`src/rtl/alu_operand_sequencer_if.sv`:
```
// ALU operand/result bus between the operand sequencer (master) and the
// combinational one-hot ALU (slave).
interface alu_operand_sequencer_if;
  logic [15:0] inp1;
  logic [15:0] inp2;
  logic [2:0]  opc;
  logic [15:0] alu_out;
  logic        alu_ovf;
  logic [6:0]  alu_seg;

  modport master (
    output inp1, inp2, opc,
    input  alu_out, alu_ovf, alu_seg
  );

  modport slave (
    input  inp1, inp2, opc,
    output alu_out, alu_ovf, alu_seg
  );
endinterface

```
`src/rtl/alu_operand_sequencer.sv`:
```
// Keypad front end for the one-hot ALU: debounces operand A and B key
// presses, commits an opcode on enter, then captures the ALU result for display.
module alu_operand_sequencer #(
  parameter int unsigned HOLD_CYCLES = 4,
  parameter int unsigned TIMEOUT     = 255
) (
  input  logic                           clk,
  input  logic                           rst_n,
  input  logic [15:0]                    key_onehot,
  input  logic [2:0]                     op_key,
  input  logic                           enter,
  input  logic                           clear,
  alu_operand_sequencer_if.master        alu,
  output logic [15:0]                    result,
  output logic                           result_ovf,
  output logic [6:0]                     seg_out,
  output logic                           busy,
  output logic                           done,
  output logic                           err
);

  localparam int unsigned CNT_W = $clog2(HOLD_CYCLES + 1);
  localparam int unsigned TMR_W = (TIMEOUT > 1) ? $clog2(TIMEOUT) : 1;
  localparam logic [CNT_W-1:0] HOLD_C = CNT_W'(HOLD_CYCLES);
  localparam logic [TMR_W-1:0] TMO_C  = TMR_W'(TIMEOUT - 1);

  typedef enum logic [2:0] {
    S_IDLE,
    S_GET_B,
    S_GET_OP,
    S_EXEC,
    S_SHOW
  } state_t;

  state_t           state_q, state_d;
  logic [15:0]      key_prev_q;
  logic [CNT_W-1:0] stab_cnt_q, stab_cnt_d;
  logic             armed_q, armed_d;
  logic [TMR_W-1:0] tmr_q, tmr_d;
  logic [15:0]      inp1_q, inp1_d;
  logic [15:0]      inp2_q, inp2_d;
  logic [2:0]       opc_q, opc_d;
  logic [15:0]      result_q, result_d;
  logic             ovf_q, ovf_d;
  logic [6:0]       seg_q, seg_d;
  logic             done_q, done_d;
  logic             err_q, err_d;

  logic key_same, hold_hit, accept, bad_key, waiting, timeout;

  // Key stability counter: saturates at HOLD_CYCLES so a held key only
  // produces a single hold_hit, on the cycle the count first completes.
  always_comb begin
    key_same   = (key_onehot == key_prev_q);
    stab_cnt_d = CNT_W'(1);
    if (key_same) begin
      if (stab_cnt_q == HOLD_C) stab_cnt_d = stab_cnt_q;
      else                      stab_cnt_d = stab_cnt_q + 1'b1;
    end
    hold_hit = (stab_cnt_d == HOLD_C) && !(key_same && (stab_cnt_q == HOLD_C));
    accept   = hold_hit && $onehot(key_onehot) && armed_q;
    bad_key  = hold_hit && (key_onehot != '0) && !$onehot(key_onehot);
    armed_d  = armed_q;
    if (key_onehot == '0) armed_d = 1'b1;
    else if (accept)      armed_d = 1'b0;
  end

  // Next-state and datapath update; clear overrides every transition.
  always_comb begin
    state_d  = state_q;
    inp1_d   = inp1_q;
    inp2_d   = inp2_q;
    opc_d    = opc_q;
    result_d = result_q;
    ovf_d    = ovf_q;
    seg_d    = seg_q;
    done_d   = 1'b0;
    err_d    = err_q | bad_key;
    waiting  = (state_q == S_GET_B) || (state_q == S_GET_OP);
    timeout  = waiting && !accept && (tmr_q == TMO_C);

    if (clear) begin
      state_d = S_IDLE;
      inp1_d  = '0;
      inp2_d  = '0;
      opc_d   = '0;
      err_d   = 1'b0;
    end else begin
      unique case (state_q)
        S_IDLE, S_SHOW: begin
          if (accept) begin
            inp1_d  = key_onehot;
            inp2_d  = '0;
            opc_d   = '0;
            state_d = S_GET_B;
          end
        end
        S_GET_B: begin
          if (accept) begin
            inp2_d  = key_onehot;
            state_d = S_GET_OP;
          end
        end
        S_GET_OP: begin
          // enter beats a simultaneous key accept; the key is simply dropped
          if (enter && (op_key != '0)) begin
            opc_d   = op_key;
            state_d = S_EXEC;
          end else if (enter) begin
            err_d = 1'b1;
          end
        end
        S_EXEC: begin
          result_d = alu.alu_out;
          ovf_d    = alu.alu_ovf;
          seg_d    = alu.alu_seg;
          done_d   = 1'b1;
          state_d  = S_SHOW;
        end
        default: state_d = S_IDLE;
      endcase

      if (timeout && (state_d == state_q)) begin
        err_d   = 1'b1;
        state_d = S_IDLE;
        inp1_d  = '0;
        inp2_d  = '0;
        opc_d   = '0;
      end
    end

    tmr_d = '0;
    if ((state_d == state_q) && !accept && waiting) tmr_d = tmr_q + 1'b1;
  end

  // State and datapath registers.
  always_ff @(posedge clk or negedge rst_n) begin
    if (!rst_n) begin
      state_q    <= S_IDLE;
      key_prev_q <= '0;
      stab_cnt_q <= '0;
      armed_q    <= 1'b1;
      tmr_q      <= '0;
      inp1_q     <= '0;
      inp2_q     <= '0;
      opc_q      <= '0;
      result_q   <= '0;
      ovf_q      <= 1'b0;
      seg_q      <= '0;
      done_q     <= 1'b0;
      err_q      <= 1'b0;
    end else begin
      state_q    <= state_d;
      key_prev_q <= key_onehot;
      stab_cnt_q <= stab_cnt_d;
      armed_q    <= armed_d;
      tmr_q      <= tmr_d;
      inp1_q     <= inp1_d;
      inp2_q     <= inp2_d;
      opc_q      <= opc_d;
      result_q   <= result_d;
      ovf_q      <= ovf_d;
      seg_q      <= seg_d;
      done_q     <= done_d;
      err_q      <= err_d;
    end
  end

  assign alu.inp1   = inp1_q;
  assign alu.inp2   = inp2_q;
  assign alu.opc    = opc_q;
  assign result     = result_q;
  assign result_ovf = ovf_q;
  assign seg_out    = seg_q;
  assign done       = done_q;
  assign err        = err_q;
  assign busy       = (state_q == S_GET_B) || (state_q == S_GET_OP) || (state_q == S_EXEC);

endmodule

```
`src/flat_wrapper.sv`:
```
// flat-port wrapper written by rule: the top's interface ports become plain ports
module alu_operand_sequencer_flat 
#(
  parameter int unsigned HOLD_CYCLES = 4,
  parameter int unsigned TIMEOUT     = 255
)
  (clk, rst_n, key_onehot, op_key, enter, clear, result, result_ovf, seg_out, busy, done, err, alu_inp1, alu_inp2, alu_opc, alu_alu_out, alu_alu_ovf, alu_alu_seg);
  alu_operand_sequencer_if alu_i ();
  input  logic clk;
  input  logic rst_n;
  input  logic [15:0] key_onehot;
  input  logic [2:0] op_key;
  input  logic enter;
  input  logic clear;
  output logic [15:0] result;
  output logic result_ovf;
  output logic [6:0] seg_out;
  output logic busy;
  output logic done;
  output logic err;
  output wire logic [$bits(alu_i.inp1)-1:0] alu_inp1;
  output wire logic [$bits(alu_i.inp2)-1:0] alu_inp2;
  output wire logic [$bits(alu_i.opc)-1:0] alu_opc;
  input wire logic [$bits(alu_i.alu_out)-1:0] alu_alu_out;
  input wire logic [$bits(alu_i.alu_ovf)-1:0] alu_alu_ovf;
  input wire logic [$bits(alu_i.alu_seg)-1:0] alu_alu_seg;
  assign alu_inp1 = alu_i.inp1;
  assign alu_inp2 = alu_i.inp2;
  assign alu_opc = alu_i.opc;
  assign alu_i.alu_out = alu_alu_out;
  assign alu_i.alu_ovf = alu_alu_ovf;
  assign alu_i.alu_seg = alu_alu_seg;
  alu_operand_sequencer #(.HOLD_CYCLES(HOLD_CYCLES), .TIMEOUT(TIMEOUT)) u_core (.clk(clk), .rst_n(rst_n), .key_onehot(key_onehot), .op_key(op_key), .enter(enter), .clear(clear), .alu(alu_i), .result(result), .result_ovf(result_ovf), .seg_out(seg_out), .busy(busy), .done(done), .err(err));
endmodule
```
`config.mk`:
```
export PLATFORM = sky130hd
export DESIGN_NAME = alu_operand_sequencer_flat
export DESIGN_NICKNAME = d
export VERILOG_FILES = /design/src/rtl/alu_operand_sequencer_if.sv /design/src/rtl/alu_operand_sequencer.sv /design/src/flat_wrapper.sv
export SDC_FILE = /design/constraint.sdc
export NUM_CORES = 1
export LEC_CHECK = 0
export CAP_MARGIN = 20
export CELL_PAD_IN_SITES_DETAIL_PLACEMENT = 0
export CELL_PAD_IN_SITES_GLOBAL_PLACEMENT = 2
export CORE_MARGIN = 1
export CORE_UTILIZATION = 33
export CTS_BUF_LIST = sky130_fd_sc_hd__clkbuf_4
export DETAILED_ROUTE_END_ITERATION = 10
export PLACE_DENSITY_LB_ADDON = 0.3
export SYNTH_ARGS = -nofsm -noshare
export SYNTH_HDL_FRONTEND = slang
export SYNTH_SLANG_ARGS = --single-unit
```
`constraint.sdc`:
```
create_clock -name clk -period 3.3 [get_ports clk]
set_input_delay 0.66 -clock clk [delete_from_list [all_inputs] [get_ports clk]]
set_output_delay 0.66 -clock clk [all_outputs]
set_load 0.01 [all_outputs]
```
After elaboration in Yosys (flattened, before gate mapping):

Index checks and enable logic that the tools add are counted.
W data, S select, Z words.

* flip-flop bits (word level): 92
* latch bits: 0
* RAM bits: 0
* ROM bits: 0
* input bits: 47
* output and inout bits: 62
* memories kept: 0

* $add $sub $neg: 17
* multipliers: 0
* divide/modulo/power cells: 0
* $lt $le $gt $ge: 0
* eq/ne operators: 14
* shifts and indexed selects: 0
* muxes and demuxes: 32
* bitwise operators: 2
* reduce and logical (&&, ||, !) cells: 31

Operators by type and width (number)
* $mux W16: 7
* $mux W3: 12
* $add A5 B5 Y5: 7
* $pmux W16 S2: 1
* $add A1 B1 Y2: 8
* $eq A16 B16 Y1: 1
* $logic_not A16 Y1: 1
* $reduce_bool A16 Y1: 1
* $logic_and A1 B1 Y1: 12
* $ne A4 B2 Y1 const B: 3
* $pmux W3 S4: 1
* $eq A3 B3 Y1 const B: 3
* $mux W1: 9
* $reduce_bool A3 Y1: 3
* $add A8 B1 Y8 const B: 1
* $eq A8 B8 Y1 const B: 1
* $mux W8: 1
* $reduce_bool A4 Y1: 2
* $eq A3 B2 Y1 const B: 2
* $eq A3 B3 Y1: 2
* $pmux W3 S2: 1
* $reduce_and A3 Y1: 2
* $eq A5 B1 Y1 const B: 1
* $reduce_and A2 Y1: 2
* other kinds (9): 12

Logic depth before layout (Yosys ltp):

Gate-level depths: netlist (run 1).

* word-level depth: 18
* mapped depth: 20
* mapped depth without buffers: 18

Worst setup path before layout (run 1):

No wires, ideal clock.

* kind: input to register
* start: in key_onehot[0]
* end: reg u_core.inp2_q[10], in the netlist u_core.alu.inp2[10]
* library setup time: 65 ps
* arrival time: 5104 ps
* required time: 3235 ps
* path slack: -1870 ps
* stages on the path: 17
* buffers on the path: 1
* cell sequence: inv_1 ha_1 inv_1 fa_1 fa_1 fa_1 inv_1 fa_1 ha_1 fa_1 nor2_1 nand4b_1 nor2_1 nand3_2 nor3b_2 buf_2 a22o_1

* word-level cells in the longest chain between the ends: 14
* elaborated cells on any way between the ends: 28
* those cells by class: add/sub (4); eq/ne (6); mux (7); reduce/logical (11)

Ends and longest elaborated chain
* start, declared: RTL line flat_wrapper.sv:11 `input logic [15:0] key_onehot;`
* $add A1 B1 Y2 (not written as such): RTL line alu_operand_sequencer.sv:61 `accept = hold_hit && $onehot(key_onehot) && armed_q;`
* $add A5 B5 Y5 (not written as such) (3 in series): RTL line alu_operand_sequencer.sv:61
* $eq A5 B1 Y1: RTL line alu_operand_sequencer.sv:61
* $logic_and A1 B1 Y1 * (2 in series): RTL line alu_operand_sequencer.sv:61
* $mux W3, on equally long branches: RTL line alu_operand_sequencer.sv:99, alu_operand_sequencer.sv:91
* $pmux W3 S4: RTL line alu_operand_sequencer.sv:89 `unique case (state_q)`
* $mux W3: RTL line alu_operand_sequencer.sv:82 `if (clear) begin`
* $eq A3 B3 Y1: RTL line alu_operand_sequencer.sv:123 `if (timeout && (state_d == state_q)) begin`
* $logic_and A1 B1 Y1: RTL line alu_operand_sequencer.sv:123
* $ne A4 B2 Y1 (no line) (tied with other cells)
* $reduce_and A3 Y1 (no line) / $mux W16 (equally long branches)
* end signal, assigned: RTL line alu_operand_sequencer.sv:159 `inp2_q <= inp2_d;`
* end, declared: RTL line alu_operand_sequencer.sv:41 `logic [15:0] inp2_q, inp2_d;`

Every way passes the cells marked *; elsewhere a longest branch is shown, timed or not. The select of a mux whose other input is x is not followed.
A chain may end at the register's enable or synchronous reset.

Worst setup path in the final report (run 1):

* start: in key_onehot[5]
* end: reg u_core.inp2_q[11], in the netlist u_core.alu.inp2[11]

Same word-level chain as after synthesis.

==> flow_summary.ini, run 1 <==
[detailed_routing]
num_vias = 3239
avgRoutedWirePerCell_um = 17.9
drc_errors = 0
postRouteAntennaNets = 0
drtIter0Drc = 95
avgViaCountPerCell = 4.69
drt-total-wl_mm = 12.4
dr.pass1.iters = 4

[sta]
finalHoldViolCount = 0
finalSetupViolations = 48
fin_setup_tns_ns = -57.31
setup_slack_ns = -1.30
post-route-period-util_pct = 139
finalCriticalPeriod_ns = 4.60
slew_viol_final = 0
max_slew_margin_pct = 52.4
fmax_ghz = 0.217
finClkSkew_ns = 0.00950
rsz0062_at_grt = yes
worst_pin_slew_ns = 0.714

[synth]
synthTopCellsByCount = dfrtp_1, inv_1, nor2_1, ha_1, mux2_2
synthArstFlopShare_pct = 100
synth_cell_types = 42
yosysTopAreaCell = dfrtp_1
yosys_register_bits = 92
muxShareOfSynthArea_pct = 9.75
syn-num-nets = 440
synth_top_cell_area_share_pct = 51.6
synth_edf_count = 0
synth_top_family_by_area = adder cells
synth_xor_area_share_pct = 4.56
yosys.area_share.simple_pct = 10.4
yosysMostFrequentCell = dfrtp_1
netlist_instances = 357
synth_compound_area_share_pct = 6.60
syn_area_per_cell_um2 = 12.4
synth_area_leaders = dfrtp_1, ha_1, mux2_2, fa_1, mux2i_1
synth-main-ff-cell = dfrtp_1
syn_area_um2 = 4420
yosys_warnings = 0
synthAdderAreaFrac_pct = 12.1
seq_area_frac_synth_pct = 52.2

[setup_path]
reg2reg_from = u_core.stab_cnt_q[0]$_DFF_PN0_
r2r_cells = 10
cpMostUsedCell = fa_1
max_stage_delay_ns = 0.55
path_cells = buf_8, inv_4, ha_4, inv_2, fa_2, fa_1, fa_1, inv_2, fa_1, ha_2, fa_1, nor2_2, nand4b_1, nor4b_4, a21oi_2, a41oi_4, clkbuf_16, a22o_1
ff2ff_setup_slack_ns = 0.72
path_max_fanout = 8
rr_endpoint = u_core.alu.inp2[11]$_DFFE_PN0P_
path_buf_inv = 5
path_class = primary input to flip-flop
cp_data_required_time_ns = 3.71
cp_top_family = adder cells
arrival_ns = 5.01
start_kind = primary input
crit_path_end_kind = flip-flop
critical_path.slowest_cell = fa_1

[global_route]
antenna_found_initial = 0
first_global_vias = 3350
grt_first_pass_wirelength_mm = 19.2
grt_max_degree = 53
grt-ovfl-total = 0
grt_util_all_layers_pct = 18.4

[placed_design]
dp.cells = 659
gp_congestion = 0.844
place.detailed.hpwl_mm = 8.29
io_buffers = 108

[clock_tree]
cts_buffer_depth = 2
cts_tree = done
cts_buffers = 9
hold_buffers = 0
clock-sinks = 92
insertion_delay_ns = 0.46
clockRootBuffer = clkbuf_4
htree_levels = 3
cts.clk_slew.worst_paths_ns = 0.14

[finish]
fill_cells = 1139
drive_above_1_share_pct = 38.2
register_area_um2 = 2300
synthToLayoutAreaGrowth_pct = 57.2
antenna_cells = 0
fin_cells = 690
final_nets = 596
multiInputGateArea_um2 = 2450

[min_path]
hold_path.class = primary input to asynchronous set/reset pin

[pwr]
switchingPower_w = 0.000739
vdd_ir_drop_max_mv = 0.218
pwr-share-seq_pct = 47.1
powerDensity_nw_per_um2 = 356
leakage_nw = 2.93
sw_frac_of_total_pct = 29.9
pwr-share-clk_pct = 25.6
p_int_w = 0.00174
power_frac_comb_pct = 27.3

[floorplanning]
ios = 109
core_um2 = 12800
rows = 41
die_y_um = 118
dieArea_um2 = 13900
start_util_pct = 34.4
die_w_um = 118

[run]
max-cap-violations = 0

[status]
status = finished, violations left
failed_checks = negative setup slack
[state kept, by name (all words and copies together) (netlist names), 3 cells and up]
name / count
u_core.seg_out: 7
u_core.tmr_q: 8
u_core.key_prev_q: 16
u_core.alu.opc: 3
u_core.stab_cnt_q: 3
u_core.state_q: 3
u_core.alu.inp1: 16
u_core.result: 16
u_core.alu.inp2: 16
[stage by stage]
stage	setup WS, ns	util (%)	cell area (um^2)	hold WS (ns)	power (W)
after CTS	-1.35	51.1	6550	0.214	0.00247
after global routing	-1.44	54.1	6940	0.227	0.00263
final	-1.30	54.1	6940	0.219	0.00247
after global placement	-2.18	47.5	6100	0.489	0.00176
after detailed placement	-2.36	47.5	6100	0.491	0.00178
after floorplan	-1.46	-	4590	0.364	0.00152
[cell type report]
class,count,share of cell area [%]
Multi-Input combinational cell,216,35.2
Sequential cell,92,33.2
Timing Repair Buffer,155,24.2
Tap cell,172,3.10
Inverter,39,2.25
Clock buffer,10,1.08
Clock inverter,6,0.919
[how the worst max path moves through the flow]
stage / cells after the start / endpoint / slack (ns) / startpoint
floorplan: 17 / u_core.alu.opc[2]$_DFFE_PN0P_ / -1.46 / key_onehot[0]
global placement: 20 / u_core.alu.inp2[15]$_DFFE_PN0P_ / -2.18 / key_onehot[13]
detailed placement: 20 / u_core.alu.opc[2]$_DFFE_PN0P_ / -2.36 / key_onehot[13]
CTS: 18 / u_core.alu.inp2[10]$_DFFE_PN0P_ / -1.35 / key_onehot[12]
global route: 20 / u_core.alu.inp2[11]$_DFFE_PN0P_ / -1.44 / key_onehot[4]
finish: 18 / u_core.alu.inp2[11]$_DFFE_PN0P_ / -1.30 / key_onehot[5]
[cells in the final DEF (no fill, tap or decap), drive strengths merged, types with 2 or more instances in the layout]
cell type and n:
fa 11, a31oi 2, a21oi 9, a41oi 2, nor3 2, nand2 5, nor3b 2, nand3b 3
and3 2, xnor2 18, inv 40, xor2 5, mux2i 16, a22o 16, dfrtp 91, nand2b 4
ha 25, clkinv 3, clkbuf 13, nand4 9, nand3 13, nor2 33, mux2 24, buf 57
clkdlybuf4s50 95, and2 3
[per-layer routing]
| layer | part of all wire [%] | track usage (%) |
|---|---|---|
| met5 | 0 | 0 |
| met4 | 1.1 | 4.49 |
| met3 | 4.2 | 5.14 |
| met2 | 51 | 29.8 |
| met1 | 44 | 24.3 |
[logic make-up after synthesis]
logic type               count (synthesis)
XOR/XNOR                                23
buffers and inverters                   49
flip-flops                              92
multiplexers                            40
AO/OA/AOI/OAI                           34
AND/OR/NAND/NOR                         83
adder cells (fa/ha/maj)                 36
[repair_timing]
item                                    CTS  global route
buffers inserted                          6             3
cloned                                    6             1
hold endpoints to repair                  0             0
gates resized for setup                  95            81
endpoints found under the setup margin   48            48
pin swaps                                34            25
[power by group through the flow]
| stage | clock network (W) | logic, W | registers [W] |
|---|---|---|---|
| after detailed placement | 0 | 0.000592 | 0.00119 |
| after floorplan | 0 | 0.000326 | 0.00119 |
| after global routing | 0.000707 | 0.000758 | 0.00117 |
| after global placement | 0 | 0.000577 | 0.00119 |
| final | 0.000633 | 0.000676 | 0.00116 |
| after CTS | 0.000669 | 0.000633 | 0.00117 |
(Power assumes the default switching activity.)
==> run 2, diff against run 1 <==
==> constraint.sdc (replaced) <==
create_clock -name clk -period 5.1 [get_ports clk]
set_input_delay 1.02 -clock clk [delete_from_list [all_inputs] [get_ports clk]]
set_output_delay 1.02 -clock clk [all_outputs]
set_load 0.01 [all_outputs]
==> flow_summary.ini, run 2 (same netlist as run 1, synthesis figures left out) <==
[floorplanning]
rows = 41
dieArea_um2 = 13900
die_y_um = 118
ios = 109
core_um2 = 12800
die_w_um = 118
start_util_pct = 34.4

[pwr]
vdd_ir_drop_max_mv = 0.240
powerDensity_nw_per_um2 = 250
leakage_nw = 2.91

[sta]
finalSetupViolations = 0
finalCriticalPeriod_ns = 4.96
slew_viol_final = 0
fmax_ghz = 0.202
post-route-period-util_pct = 97.2
rsz0062_at_grt = yes
finalHoldViolCount = 0
whs_ns = 0.518
finClkSkew_ns = 0.0257
setup_slack_ns = 0.143
max_slew_margin_pct = 48.5
worst_pin_slew_ns = 0.772

[global_route]
grt_util_all_layers_pct = 17.7
antenna_found_initial = 1
first_global_vias = 3342
grt_first_pass_wirelength_mm = 18.6
grt_max_degree = 53
grt-ovfl-total = 0

[clock_tree]
clockRootBuffer = clkbuf_4
htree_levels = 3
cts.clk_slew.worst_paths_ns = 0.15
insertion_delay_ns = 0.48
cts_buffer_depth = 2
cts_tree = done
cts_buffers = 9
clock-sinks = 92

[finish]
layout.cells.most_common = clkdlybuf4s50_1
synthToLayoutAreaGrowth_pct = 44.6
final_nets = 593
multiInputGateArea_um2 = 2100
final_util_pct = 49.8
final_cell_mix = clkdlybuf4s50_1, dfrtp_1, buf_4
fill_cells = 1180
register_area_um2 = 2300
postLayoutCellArea_um2 = 6390
drive_above_1_share_pct = 29.5

[placed_design]
place_area_um2 = 6080
place.detailed.hpwl_mm = 8.04
gp_congestion = 0.790
io_buffers = 108
pre_cts_ws_ns = -0.869

[setup_path]
start_kind = primary input
cpMostUsedCell = fa_1
critical_path.slowest_cell = fa_1
path_cells = buf_4, ha_4, inv_2, fa_1, fa_1, fa_1, inv_2, fa_1, ha_2, fa_1, nor2_2, nand4b_1, buf_4, nor4b_4, a21oi_2, a41oi_4, clkbuf_16, a22o_1
arrival_ns = 5.37
path_max_fanout = 8
cp_data_required_time_ns = 5.52
ff2ff_setup_slack_ns = 2.38
path_class = primary input to flip-flop
max_stage_delay_ns = 0.52
cp_top_family = adder cells
path_buf_inv = 5
crit_path_end_kind = flip-flop

[detailed_routing]
drt-total-wl_mm = 11.4
num_vias = 3168
avgViaCountPerCell = 4.60
drc_errors = 0
postRouteAntennaNets = 0
drtIter0Drc = 91
dr.pass1.iters = 4
avgRoutedWirePerCell_um = 16.5

[status]
status = complete, no violations

[min_path]
hold_path.class = primary input to asynchronous set/reset pin

[run]
max-cap-violations = 0
[run 2: cell types whose count changed in the layout (fill, tap and decap cells not counted), sizes merged]
| cell | before | now |
|---|---|---|
| clkbuf | 13 | 10 |
| buf | 57 | 56 |
| diode | 0 | 1 |
| clkinvlp | 1 | 0 |
| inv | 40 | 42 |
[run 2: worst paths after layout]
kind / from / endpoint / depth (start not counted)
setup / recovery: key_onehot[0] / u_core.alu.inp2[3]$_DFFE_PN0P_ / 18
hold / removal: rst_n / u_core.result[6]$_DFFE_PN0P_ / 1
setup reg to reg: u_core.stab_cnt_q[0]$_DFF_PN0_ / u_core.alu.inp2[3]$_DFFE_PN0P_ / 9
hold reg to reg: u_core.seg_out[4]$_DFFE_PN0P_ / u_core.seg_out[4]$_DFFE_PN0P_ / 1
max in group asynchronous: rst_n / u_core.alu.inp2[8]$_DFFE_PN0P_ / 2
min in group clk: u_core.seg_out[4]$_DFFE_PN0P_ / u_core.seg_out[4]$_DFFE_PN0P_ / 1
[run 2: timing repair]
item	CTS	global route
setup buffers	12	1
endpoints found under the setup margin	47	41
pin swaps	19	27
cloned	3	0
hold buffers	0	0
resized for setup	44	48
[run 2: per-stage QoR]
step / power, W / TNS (ns) / cells
after global placement: 0.00114 / -33.73 / 658
after CTS: 0.00160 / 0 / 690
final: 0.00160 / 0 / 688
after floorplan: 0.000983 / -0.247 / 357
after global routing: 0.00171 / -0.217 / 688
after detailed placement: 0.00115 / -38.55 / 659
[run 2: where the power goes]
part / internal [W] / switching, W / total, W / leakage (nW)
sequential: 0.000746 / 0.00000769 / 0.000754 / 1.21
clock: 0.000153 / 0.000264 / 0.000417 / 0.0764
combinational: 0.000220 / 0.000207 / 0.000427 / 1.62
[run 2: layout make-up]
type | instances | share of cell area [%]
clock buffer | 9 | 1.06
timing repair buffer | 152 | 23.1
multi-input combinational | 216 | 32.8
inverter | 39 | 2.45
clock inverter | 7 | 1.14
sequential | 92 | 36.1
antenna | 1 | 0.0392
tap | 172 | 3.37
[run 2: per-layer routing]
layer	up-vias	track usage (%)	routed length, um
met5	-	0	0
met4	0	5.29	180
met3	14	5.28	533
met2	61	28.5	5490
met1	1574	22.9	5180
li1	1519	-	-
==> run 3, diff against run 2 <==
--- a/config.mk
+++ b/config.mk
@@ -11,8 +11,10 @@
 export CORE_MARGIN = 1
 export CORE_UTILIZATION = 33
 export CTS_BUF_LIST = sky130_fd_sc_hd__clkbuf_4
+export CTS_CLUSTER_SIZE = 14
 export DETAILED_ROUTE_END_ITERATION = 10
 export PLACE_DENSITY_LB_ADDON = 0.3
+export REMOVE_ABC_BUFFERS = 1
 export SYNTH_ARGS = -nofsm -noshare
 export SYNTH_HDL_FRONTEND = slang
 export SYNTH_SLANG_ARGS = --single-unit
==> flow_summary.ini, run 3 (same netlist as run 1, synthesis figures left out) <==
[clock_tree]
cts.clk_slew.worst_paths_ns = 0.15
cts_tree = done
clockRootBuffer = clkbuf_4
cts_buffer_depth = 2
htree_levels = 3
clock-sinks = 92
insertion_delay_ns = 0.46
cts_buffers = 9

[placed_design]
gp_congestion = 0.746
dp.cells = 658
pre_cts_ws_ns = -1.49
place.detailed.hpwl_mm = 8.03
io_buffers = 108

[pwr]
powerDensity_nw_per_um2 = 249
vdd_ir_drop_max_mv = 0.116
leakage_nw = 2.91

[finish]
drive_above_1_share_pct = 26.8
final_cell_mix = clkdlybuf4s50_1, dfrtp_1, buf_4
antenna_cells = 0
synthToLayoutAreaGrowth_pct = 43.5
layout.cells.most_common = clkdlybuf4s50_1
fin_cells = 683
final_nets = 589

[sta]
finalCriticalPeriod_ns = 5.02
fmax_ghz = 0.199
post-route-period-util_pct = 98.5
finalSetupViolations = 0
finalHoldViolCount = 0
max_slew_margin_pct = 47.5
setup_slack_ns = 0.0775
rsz0062_at_grt = yes
finClkSkew_ns = 0.0180
slew_viol_final = 0
worst_pin_slew_ns = 0.787

[global_route]
grt_max_degree = 62
first_global_vias = 3378
grt_util_all_layers_pct = 17.2
grt-ovfl-total = 0
antenna_found_initial = 0
grt_first_pass_wirelength_mm = 18.0

[detailed_routing]
dr.pass1.iters = 4
drt-total-wl_mm = 11.3
avgViaCountPerCell = 4.65
drc_errors = 0
postRouteAntennaNets = 0
num_vias = 3179
drtIter0Drc = 86
avgRoutedWirePerCell_um = 16.5

[min_path]
hold_path.class = flip-flop to flip-flop

[floorplanning]
rows = 41
dieArea_um2 = 13900
core_um2 = 12800
die_w_um = 118
die_y_um = 118
start_util_pct = 34.4
ios = 109

[setup_path]
start_kind = primary input
cp-startpoint = key_onehot[4]
rr_endpoint = u_core.alu.inp2[5]$_DFFE_PN0P_
cp_data_required_time_ns = 5.51
ff2ff_setup_slack_ns = 2.46
path_class = primary input to flip-flop
cp-endpoint = u_core.alu.inp2[5]$_DFFE_PN0P_
arrival_ns = 5.43
r2r_cells = 9
path_max_fanout = 7
crit_path_end_kind = flip-flop
reg2reg_from = u_core.stab_cnt_q[0]$_DFF_PN0_

[status]
status = complete, no violations

[run]
max-cap-violations = 0
==> run 3: changes by cell type in the layout (fill, tap and decap cells not counted), moves of 4 or more <==
cell,delta
buf_4,-11
buf_6,+5
buf_8,+4
inv_1,+9
inv_2,-7
==> run 3: how the worst min path moves through the flow <==
| stage | startpoint | depth (start not counted) | end |
|---|---|---|---|
| detailed placement | u_core.seg_out[0]$_DFFE_PN0P_ | 1 | u_core.seg_out[0]$_DFFE_PN0P_ |
| global placement | u_core.result[6]$_DFFE_PN0P_ | 1 | u_core.result[6]$_DFFE_PN0P_ |
| finish | u_core.seg_out[0]$_DFFE_PN0P_ | 1 | u_core.seg_out[0]$_DFFE_PN0P_ |
| floorplan | u_core.tmr_q[0]$_DFF_PN0_ | 1 | u_core.tmr_q[0]$_DFF_PN0_ |
| global route | u_core.armed_q$_DFFE_PN1P_ | 1 | u_core.armed_q$_DFFE_PN1P_ |
| CTS | u_core.seg_out[0]$_DFFE_PN0P_ | 1 | u_core.seg_out[0]$_DFFE_PN0P_ |
==> run 3: layout make-up <==
class                   instances  area [um^2]
inverters                      39          151
fillers                      1184         6490
clock inverters                 6         63.8
repair buffers                148         1470
clock buffers                  10         75.1
well taps                     172          215
flip-flops and latches         92         2300
multi-input cells             216         2060
==> run 3: repair_timing <==
action | in CTS | in global routing
setup endpoints to repair | 48 | 45
gates resized for setup | 63 | 59
gates cloned | 1 | 1
pin swaps | 10 | 33
hold buffers | 0 | 0
setup buffers | 6 | 4
==> run 3: critical path: stages <==
cell      delay (ns)
buf_8           0.09
inv_4           0.03
ha_4            0.24
inv_2           0.03
fa_2            0.38
fa_1            0.52
fa_1            0.58
inv_2           0.04
fa_1            0.46
ha_2            0.22
fa_1            0.48
nor2_2          0.11
nand4b_1        0.13
buf_4           0.16
nor4b_4         0.24
a21oi_2         0.12
a41oi_4         0.25
buf_6           0.18
a22o_1          0.15
==> run 3: power by group <==
part           internal [W]  switching, W
Sequential         0.000746    0.00000800
Clock              0.000155      0.000263
Combinational      0.000207      0.000198
==> run 3: metal layers <==
layer | track usage, % | part of all wire [%]
met5 | 0 | 0
met4 | 7.37 | 2.2
met3 | 4.46 | 4.5
met2 | 27.9 | 49
met1 | 21.5 | 45
==> run 3: per-stage QoR <==
stage          cell area (um^2)  power (W)  util (%)  TNS, ns  hold slack, ns
6_report                   6340    0.00158      49.4        0           0.522
5_1_grt                    6340    0.00167      49.4    -2.37           0.530
4_1_cts                    6140    0.00157      47.9        0           0.527
3_5_place_dp               5930    0.00113      46.2   -49.65           0.494
3_3_place_gp               5910    0.00111      46.1   -44.46           0.489
2_1_floorplan              4370   0.000961         -   -26.74           0.492
